File: config.mk
export PLATFORM = sky130hd
export DESIGN_NAME = conv_encoder_framed
export DESIGN_NICKNAME = d
export VERILOG_FILES = /design/src/rtl/conv_encoder_framed.sv
export SDC_FILE = /design/constraint.sdc
export NUM_CORES = 1
export LEC_CHECK = 0
export ABC_AREA = 1
export BUFFER_PORTS_ARGS = -buffer_cell sky130_fd_sc_hd__clkbuf_2
export CORE_MARGIN = 2
export CORE_UTILIZATION = 58
export CTS_CLUSTER_DIAMETER = 120
export DETAILED_ROUTE_END_ITERATION = 6
export GPL_TIMING_DRIVEN = 0
export PLACE_DENSITY = 0.79
export SYNTH_ARGS = -nofsm -noshare
export SYNTH_HDL_FRONTEND = slang
export SYNTH_SLANG_ARGS = --single-unit
export TNS_END_PERCENT = 20
File: constraint.sdc
create_clock -name clk -period 2.55 [get_ports clk]
set_clock_uncertainty 0.1 [all_clocks]
set_input_delay 0.51 -clock clk [delete_from_list [all_inputs] [get_ports clk]]
set_output_delay 0.51 -clock clk [all_outputs]
set_load 0.01 [all_outputs]
File: src/rtl/conv_encoder_framed.sv
// Framed rate-1/2 convolutional encoder: FRAME_LEN data symbols, then K-1 zero-tail symbols.
// Optional build macro ENC_SCRAMBLE_EN whitens data bits with a 7-bit LFSR before encoding.
module conv_encoder_framed #(
  parameter int             K         = 3,
  parameter logic [K-1:0]   G0        = 3'b111,
  parameter logic [K-1:0]   G1        = 3'b101,
  parameter int             FRAME_LEN = 256
) (
  input  logic       clk,
  input  logic       rst,
  input  logic       enable_i,
  input  logic       d_in,
  output logic       ready_o,
  output logic       valid_o,
  output logic [1:0] d_out,
  output logic       frame_start_o,
  output logic       tail_o
);

  localparam int CW = $clog2(FRAME_LEN + 1);
  localparam int TW = (K > 2) ? $clog2(K - 1) : 1;

  typedef enum logic {S_DATA, S_TAIL} state_t;

  state_t          state_q, state_d;
  logic [K-2:0]    sr_q, sr_d, sr_shift;
  logic [CW-1:0]   bit_ct_q, bit_ct_d;
  logic [TW-1:0]   tail_ct_q, tail_ct_d;
  logic            first_q, first_d;
  logic            valid_q, valid_d;
  logic [1:0]      dout_q, dout_d;
  logic            fs_q, fs_d;
  logic            tail_q, tail_d;
  logic [K-1:0]    word;
  logic            b;
  logic            accept;
  logic            last_bit;
  logic            tail_done;
`ifdef ENC_SCRAMBLE_EN
  logic [6:0]      lfsr_q, lfsr_d;
`endif

  assign ready_o       = (state_q == S_DATA);
  assign accept        = enable_i && ready_o;
  assign last_bit      = (bit_ct_q == CW'(FRAME_LEN - 1));
  assign tail_done     = (state_q == S_TAIL) && (tail_ct_q == '0);
  assign valid_o       = valid_q;
  assign d_out         = dout_q;
  assign frame_start_o = fs_q;
  assign tail_o        = tail_q;

  // Tail symbols always encode a zero so the trellis is flushed back to state 0.
`ifdef ENC_SCRAMBLE_EN
  assign b = ready_o ? (d_in ^ lfsr_q[6]) : 1'b0;
`else
  assign b = ready_o ? d_in : 1'b0;
`endif

  always_comb begin
    word      = '0;
    word[K-1] = b;
    sr_shift  = '0;
    sr_shift[0] = b;
    for (int i = 0; i < K - 1; i++) word[K-2-i] = sr_q[i];
    for (int i = 1; i < K - 1; i++) sr_shift[i] = sr_q[i-1];
  end

  always_ff @(posedge clk) begin
    if (rst) begin
      state_q   <= S_DATA;
      sr_q      <= '0;
      bit_ct_q  <= '0;
      tail_ct_q <= '0;
      first_q   <= 1'b1;
      valid_q   <= 1'b0;
      dout_q    <= 2'b00;
      fs_q      <= 1'b0;
      tail_q    <= 1'b0;
`ifdef ENC_SCRAMBLE_EN
      lfsr_q    <= 7'h7F;
`endif
    end else begin
      state_q   <= state_d;
      sr_q      <= sr_d;
      bit_ct_q  <= bit_ct_d;
      tail_ct_q <= tail_ct_d;
      first_q   <= first_d;
      valid_q   <= valid_d;
      dout_q    <= dout_d;
      fs_q      <= fs_d;
      tail_q    <= tail_d;
`ifdef ENC_SCRAMBLE_EN
      lfsr_q    <= lfsr_d;
`endif
    end
  end

  always_comb begin
    state_d = state_q;
    if (state_q == S_DATA) begin
      if (accept && last_bit) state_d = S_TAIL;
    end else begin
      if (tail_done) state_d = S_DATA;
    end
  end

  always_comb begin
    sr_d      = sr_q;
    bit_ct_d  = bit_ct_q;
    tail_ct_d = tail_ct_q;
    first_d   = first_q;
    valid_d   = 1'b0;
    dout_d    = dout_q;
    fs_d      = 1'b0;
    tail_d    = 1'b0;
`ifdef ENC_SCRAMBLE_EN
    lfsr_d    = lfsr_q;
`endif
    if (accept) begin
      valid_d = 1'b1;
      dout_d  = {^(word & G0), ^(word & G1)};
      sr_d    = sr_shift;
      fs_d    = first_q;
      first_d = 1'b0;
`ifdef ENC_SCRAMBLE_EN
      lfsr_d  = {lfsr_q[5:0], lfsr_q[6] ^ lfsr_q[3]};
`endif
      if (last_bit) begin
        bit_ct_d  = '0;
        tail_ct_d = TW'(K - 2);
      end else begin
        bit_ct_d  = bit_ct_q + 1'b1;
      end
    end else if (state_q == S_TAIL) begin
      valid_d = 1'b1;
      tail_d  = 1'b1;
      dout_d  = {^(word & G0), ^(word & G1)};
      sr_d    = sr_shift;
      if (tail_done) begin
        first_d = 1'b1;
`ifdef ENC_SCRAMBLE_EN
        lfsr_d  = 7'h7F;
`endif
      end else begin
        tail_ct_d = tail_ct_q - 1'b1;
      end
    end
  end

endmodule

# After elaboration in Yosys (flattened, before gate mapping)
# Index checks and enable logic that the tools add are counted.
dict set report op_classes {
  n_addsub 2
  eq_ne 3
  n_mux 18
  n_bitwise 3
  n_reduce_logical 11
}
# cell n
set op_table {}
lappend op_table {{$mux W1} 13}
lappend op_table {{$add A9 B1 Y9 const B} 1}
lappend op_table {{$eq A9 B8 Y1 const B} 1}
lappend op_table {{$mux W9} 1}
lappend op_table {{$mux W2} 4}
lappend op_table {{$reduce_xor A3 Y1} 2}
lappend op_table {{$reduce_bool A2 Y1} 2}
lappend op_table {{$reduce_or A2 Y1} 2}
lappend op_table {{$logic_and A1 B1 Y1} 3}
lappend op_table {{$not A1 Y1} 3}
lappend op_table {{$reduce_and A3 Y1} 1}
lappend op_table {{$ne A2 B1 Y1 const B} 1}
lappend op_table {{$ne A2 B2 Y1 const B} 1}
lappend op_table {{$reduce_and A2 Y1} 1}
lappend op_table {{$sub A1 B1 Y1 const B} 1}
dict set report word_totals {
  ff_bits 19
  input_bits 4
  out_inout_bits 6
  elab_cells 46
}

# Logic depth before layout (Yosys ltp)
dict set report depth {
  word_depth 5
  ltp_mapped 7
  mapped_depth_nobuf 7
}

# Worst setup path after synthesis
# No wires, ideal clock.
dict set report synth_path {
  path_kind {reg2reg}
  start {reg bit_ct_q[0]}
  end {reg bit_ct_q[3]}
  setup_time_ns 0.115
  arrival_ns 1.024
  required_time_ns 2.335
  path_slack_ns 1.312
  stages_incl_launch_ff 7
  n_path_buf 0
  synth_period_minus_slack_ns 1.238
  cell_sequence {dfxtp_1 -> ha_1 -> nand2_1 -> nor2_4 -> nand3_2 -> nand2_1 -> nor2_1}
}
dict set report synth_via {
  elab_chain_cells 2
  word_cells_on_any_way 3
  cone_classes {add/sub: 1; eq/ne: 1; mux: 1}
}
# element line
set synth_lines {}
lappend synth_lines {{start: declaration} 27} ;# logic [CW-1:0] bit_ct_q, bit_ct_d;
lappend synth_lines {{start signal: assignment} 85} ;# bit_ct_q <= bit_ct_d;
lappend synth_lines {{$add A9 B1 Y9 / $eq A9 B8 Y1 (equally long branches)} {132, 45}}
lappend synth_lines {{$mux W9 *} 128} ;# if (last_bit) begin
# Every way passes the cells marked *; elsewhere a longest branch is shown, timed or not.
# A chain may end at the register's enable or synchronous reset.

# Worst setup path in the final report
dict set report layout_path {
  start {reg state_q}
  end {out ready_o}
}
dict set report layout_via {
  elab_chain_cells 1
}
# element line
set layout_lines {}
lappend layout_lines {{start: declaration} 25} ;# state_t state_q, state_d;
lappend layout_lines {{start signal: assignment} 83} ;# state_q <= state_d;
lappend layout_lines {{$not A1 Y1} --}
lappend layout_lines {{end: declaration} 13} ;# output logic ready_o,
# No other way between the ends.

==> impl_metrics.csv <==
group,metric,value,unit
placement,pre_cts_slack,1.06,ns
finish,utilization,69.8,%
setup_path,r2r-start,"bit_ct_q[0]",
clock_network,insertion_delay,0.29,ns
sta,holdWs,0.360,ns
power_and_ir_drop,seqPwrFrac,62.0,%
setup_path,regToRegEndpoint,"bit_ct_q[3]",
finish,final_common_cell,"nand2_1",
placement,numPortBuffers,9,
drt,drc,0,
finish,nets,133,
placement,place_congestion,0.773,
setup_path,crit_slowest_cell,"dfxtp_1",
synth,ys_ff_latch,19,
setup_path,crit_family,"flip-flops",
power_and_ir_drop,power_leakage,0.398,nW
sta,hold_viol,0,
setup_path,r2r_slack,1.11,ns
power_and_ir_drop,swShare,24.1,%
global_routing,grt_max_degree,11,
sta,timing.final.crit_share,59.9,%
synth,seq_area_frac_synth,45.2,%
synth,synth_top_area_share,45.2,%
drt,vias,716,
drt,wl_per_cell,10.7,µm
sta,fmax,0.655,GHz
sta,tightest_slew,0.455,ns
run_status,status,"finished clean",
worst_hold_path,hold_path_depth,2,
power_and_ir_drop,pwr-share-comb,8.5,%
setup_path,r2r.worst_path.cells,6,
power_and_ir_drop,p_total,0.504,mW
worst_hold_path,min_to,"first_q",
clock_network,tritoncts,"done",
power_and_ir_drop,intPower,0.383,mW
floorplanning,die_height,42.1,µm
global_routing,grt_pass1_wl,2470,µm
finish,syn2layout_area_growth,10.7,%
setup_path,crit_chain,"inv_2 -> clkbuf_2",
drt,wl,1520,µm
finish,final_area,931,µm²
clock_network,htree_levels,1,
worst_hold_path,hold_start,"first_q",
run,cap_violations,0,
floorplanning,num_rows,13,
drt,ant_nets,0,
global_routing,gr-total-overflow,0,
synth,ys_types,22,
synth,yosysTopAreaCell,"dfxtp_1",
placement,place_inst,138,
global_routing,grt_use_total,18.1,%
synth,synth_nets,119,
clock_network,cts_setup_buffers,0,
drt,dr.first_iter.drc_count,36,
clock_network,clockBufferDepth,2,
finish,diodes,0,
floorplanning,fp.dieArea,1770,µm²
clock_network,post_cts_resize_count,0,
floorplanning,start_util,63.0,%
sta,fin_tns_setup,0,ns
drt,viasPerCell,5.04,
power_and_ir_drop,ir_drop,0.325,mV
synth,syn_avg_cell_area,7.38,µm²
global_routing,grt_pass1_vias,604,
sta,rsz0062_at_grt,"false",
synth,yosys-top-cells-area,"dfxtp_1 45%, nand2_1 14%, inv_1 5.8%, a21oi_1 5.4%, nor2_1 5.4%",
global_routing,antenna_found_initial,0,
clock_network,hold_buffers,0,
setup_path,critPathCaptureType,"primary output",
sta,setup_slack,1.02,ns
placement,placed_area,905,µm²
setup_path,slowest_delay,0.41,ns
power_and_ir_drop,cellPowerDensity,542,nW/µm²
sta,fin_crit,1.53,ns
setup_path,critPathBufInv,2,
sta,slew_headroom,69.7,%
sta,setup_viol,0,
synth,netlist_area,841,µm²
floorplanning,die_x,42.1,µm
power_and_ir_drop,power_frac_clock,29.4,%
drt,drtPass1Iterations,4,
setup_path,critPathLaunchType,"register",
clock_network,root_buffer,"clkbuf_4",
synth,yosysWarnings,0,
finish,fin_cells,142,
clock_network,cts_sinks,19,
placement,dp_hpwl,1140,µm
finish,final_cell_mix,"31 x nand2_1, 19 x dfxtp_1, 13 x inv_1",
setup_path,required,1.94,ns
floorplanning,coreArea,1330,µm²
floorplanning,ioPinCount,10,
clock_network,cts_buffers,3,
setup_path,crit_cells,2,
sta,slew_violations,0,
setup_path,crit_type,"register to primary output",
clock_network,clkSlewWorstSetupHoldPaths,0.10,ns
worst_hold_path,min_path_type,"register to register",
setup_path,path_max_fanout,5,
power_and_ir_drop,p_sw,0.121,mW
finish,drive_above_1_share,15.7,%
setup_path,arrival,0.92,ns
synth,syn_inst,114,
finish,fillers,107,
-- worst register-to-register path, delay by kind of cell, from the launching register on --
kind / cells / cell delay, ns
AND/OR/NAND/NOR: 5 / 0.57
flip-flops: 1 / 0.41
adder cells (fa/ha/maj): 1 / 0.26
-- power groups by stage --
stage,Sequential (mW),Combinational [mW],Clock [mW]
2_1_floorplan,0.320,0.0275,0
3_5_place_dp,0.320,0.0433,0
5_1_grt,0.314,0.0488,0.162
4_1_cts,0.313,0.0433,0.154
6_report,0.313,0.0430,0.148
3_3_place_gp,0.319,0.0419,0
-- synthesized netlist by cell type, drive strengths merged --
| cell type | number |
|---|---|
| o21ai | 3 |
| dfxtp | 19 |
| xnor2 | 1 |
| nor3b | 1 |
| a21oi | 9 |
| nand2 | 33 |
| nand3b | 1 |
| clkbuf | 1 |
| a211oi | 1 |
| nand4 | 2 |
| nor2 | 15 |
| nand3 | 8 |
| ha | 1 |
| o21bai | 1 |
| inv | 15 |
| nor3 | 2 |
| xor2 | 1 |
-- cell families (layout without fill, tap and decap cells) --
group | count (synthesis) | count (layout) | synth area share (%)
buffers and inverters | 16 | 29 | 7.14
AND/OR/NAND/NOR | 62 | 62 | 35.1
adder cells (fa/ha/maj) | 1 | 1 | 1.49
AO/OA/AOI/OAI | 14 | 14 | 8.93
XOR/XNOR | 2 | 2 | 2.08
flip-flops | 19 | 19 | 45.2
-- registers in the layout, indices dropped and copies added (netlist names) --
register and flops:
bit_ct_q 9, d_out 2, first_q 1, frame_start_o 1, sr_q 2, state_q 1, tail_ct_q 1, tail_o 1
valid_o 1
-- worst max-delay path by stage --
stage,startpoint,end,slack (ns)
6_report,state_q,ready_o,1.02
5_1_grt,state_q,ready_o,0.99
4_1_cts,state_q,ready_o,1.02
3_5_place_dp,enable_i,d_out[0],1.06
3_3_place_gp,enable_i,d_out[0],1.08
2_1_floorplan,bit_ct_q[0],bit_ct_q[3],1.31
-- area by class of cell --
class / instances / area (µm²) / share of cell area, %
Tap cell: 15 / 18.8 / 2.02
Buffer: 1 / 3.75 / 0.403
Sequential cell: 19 / 380 / 40.9
Multi-Input combinational cell: 79 / 400 / 43.0
Clock buffer: 4 / 26.3 / 2.82
Inverter: 15 / 56.3 / 6.05
Timing Repair Buffer: 9 / 45.0 / 4.84
-- routing by layer --
layer,GRT usage [%],vias to the layer above,wire [µm]
met1,24.2,305,736
li1,-,386,-
met2,27.8,21,691
met5,0,-,0
met4,10.6,0,18
met3,2.59,4,72
Power figures use the tool's default switching activity.
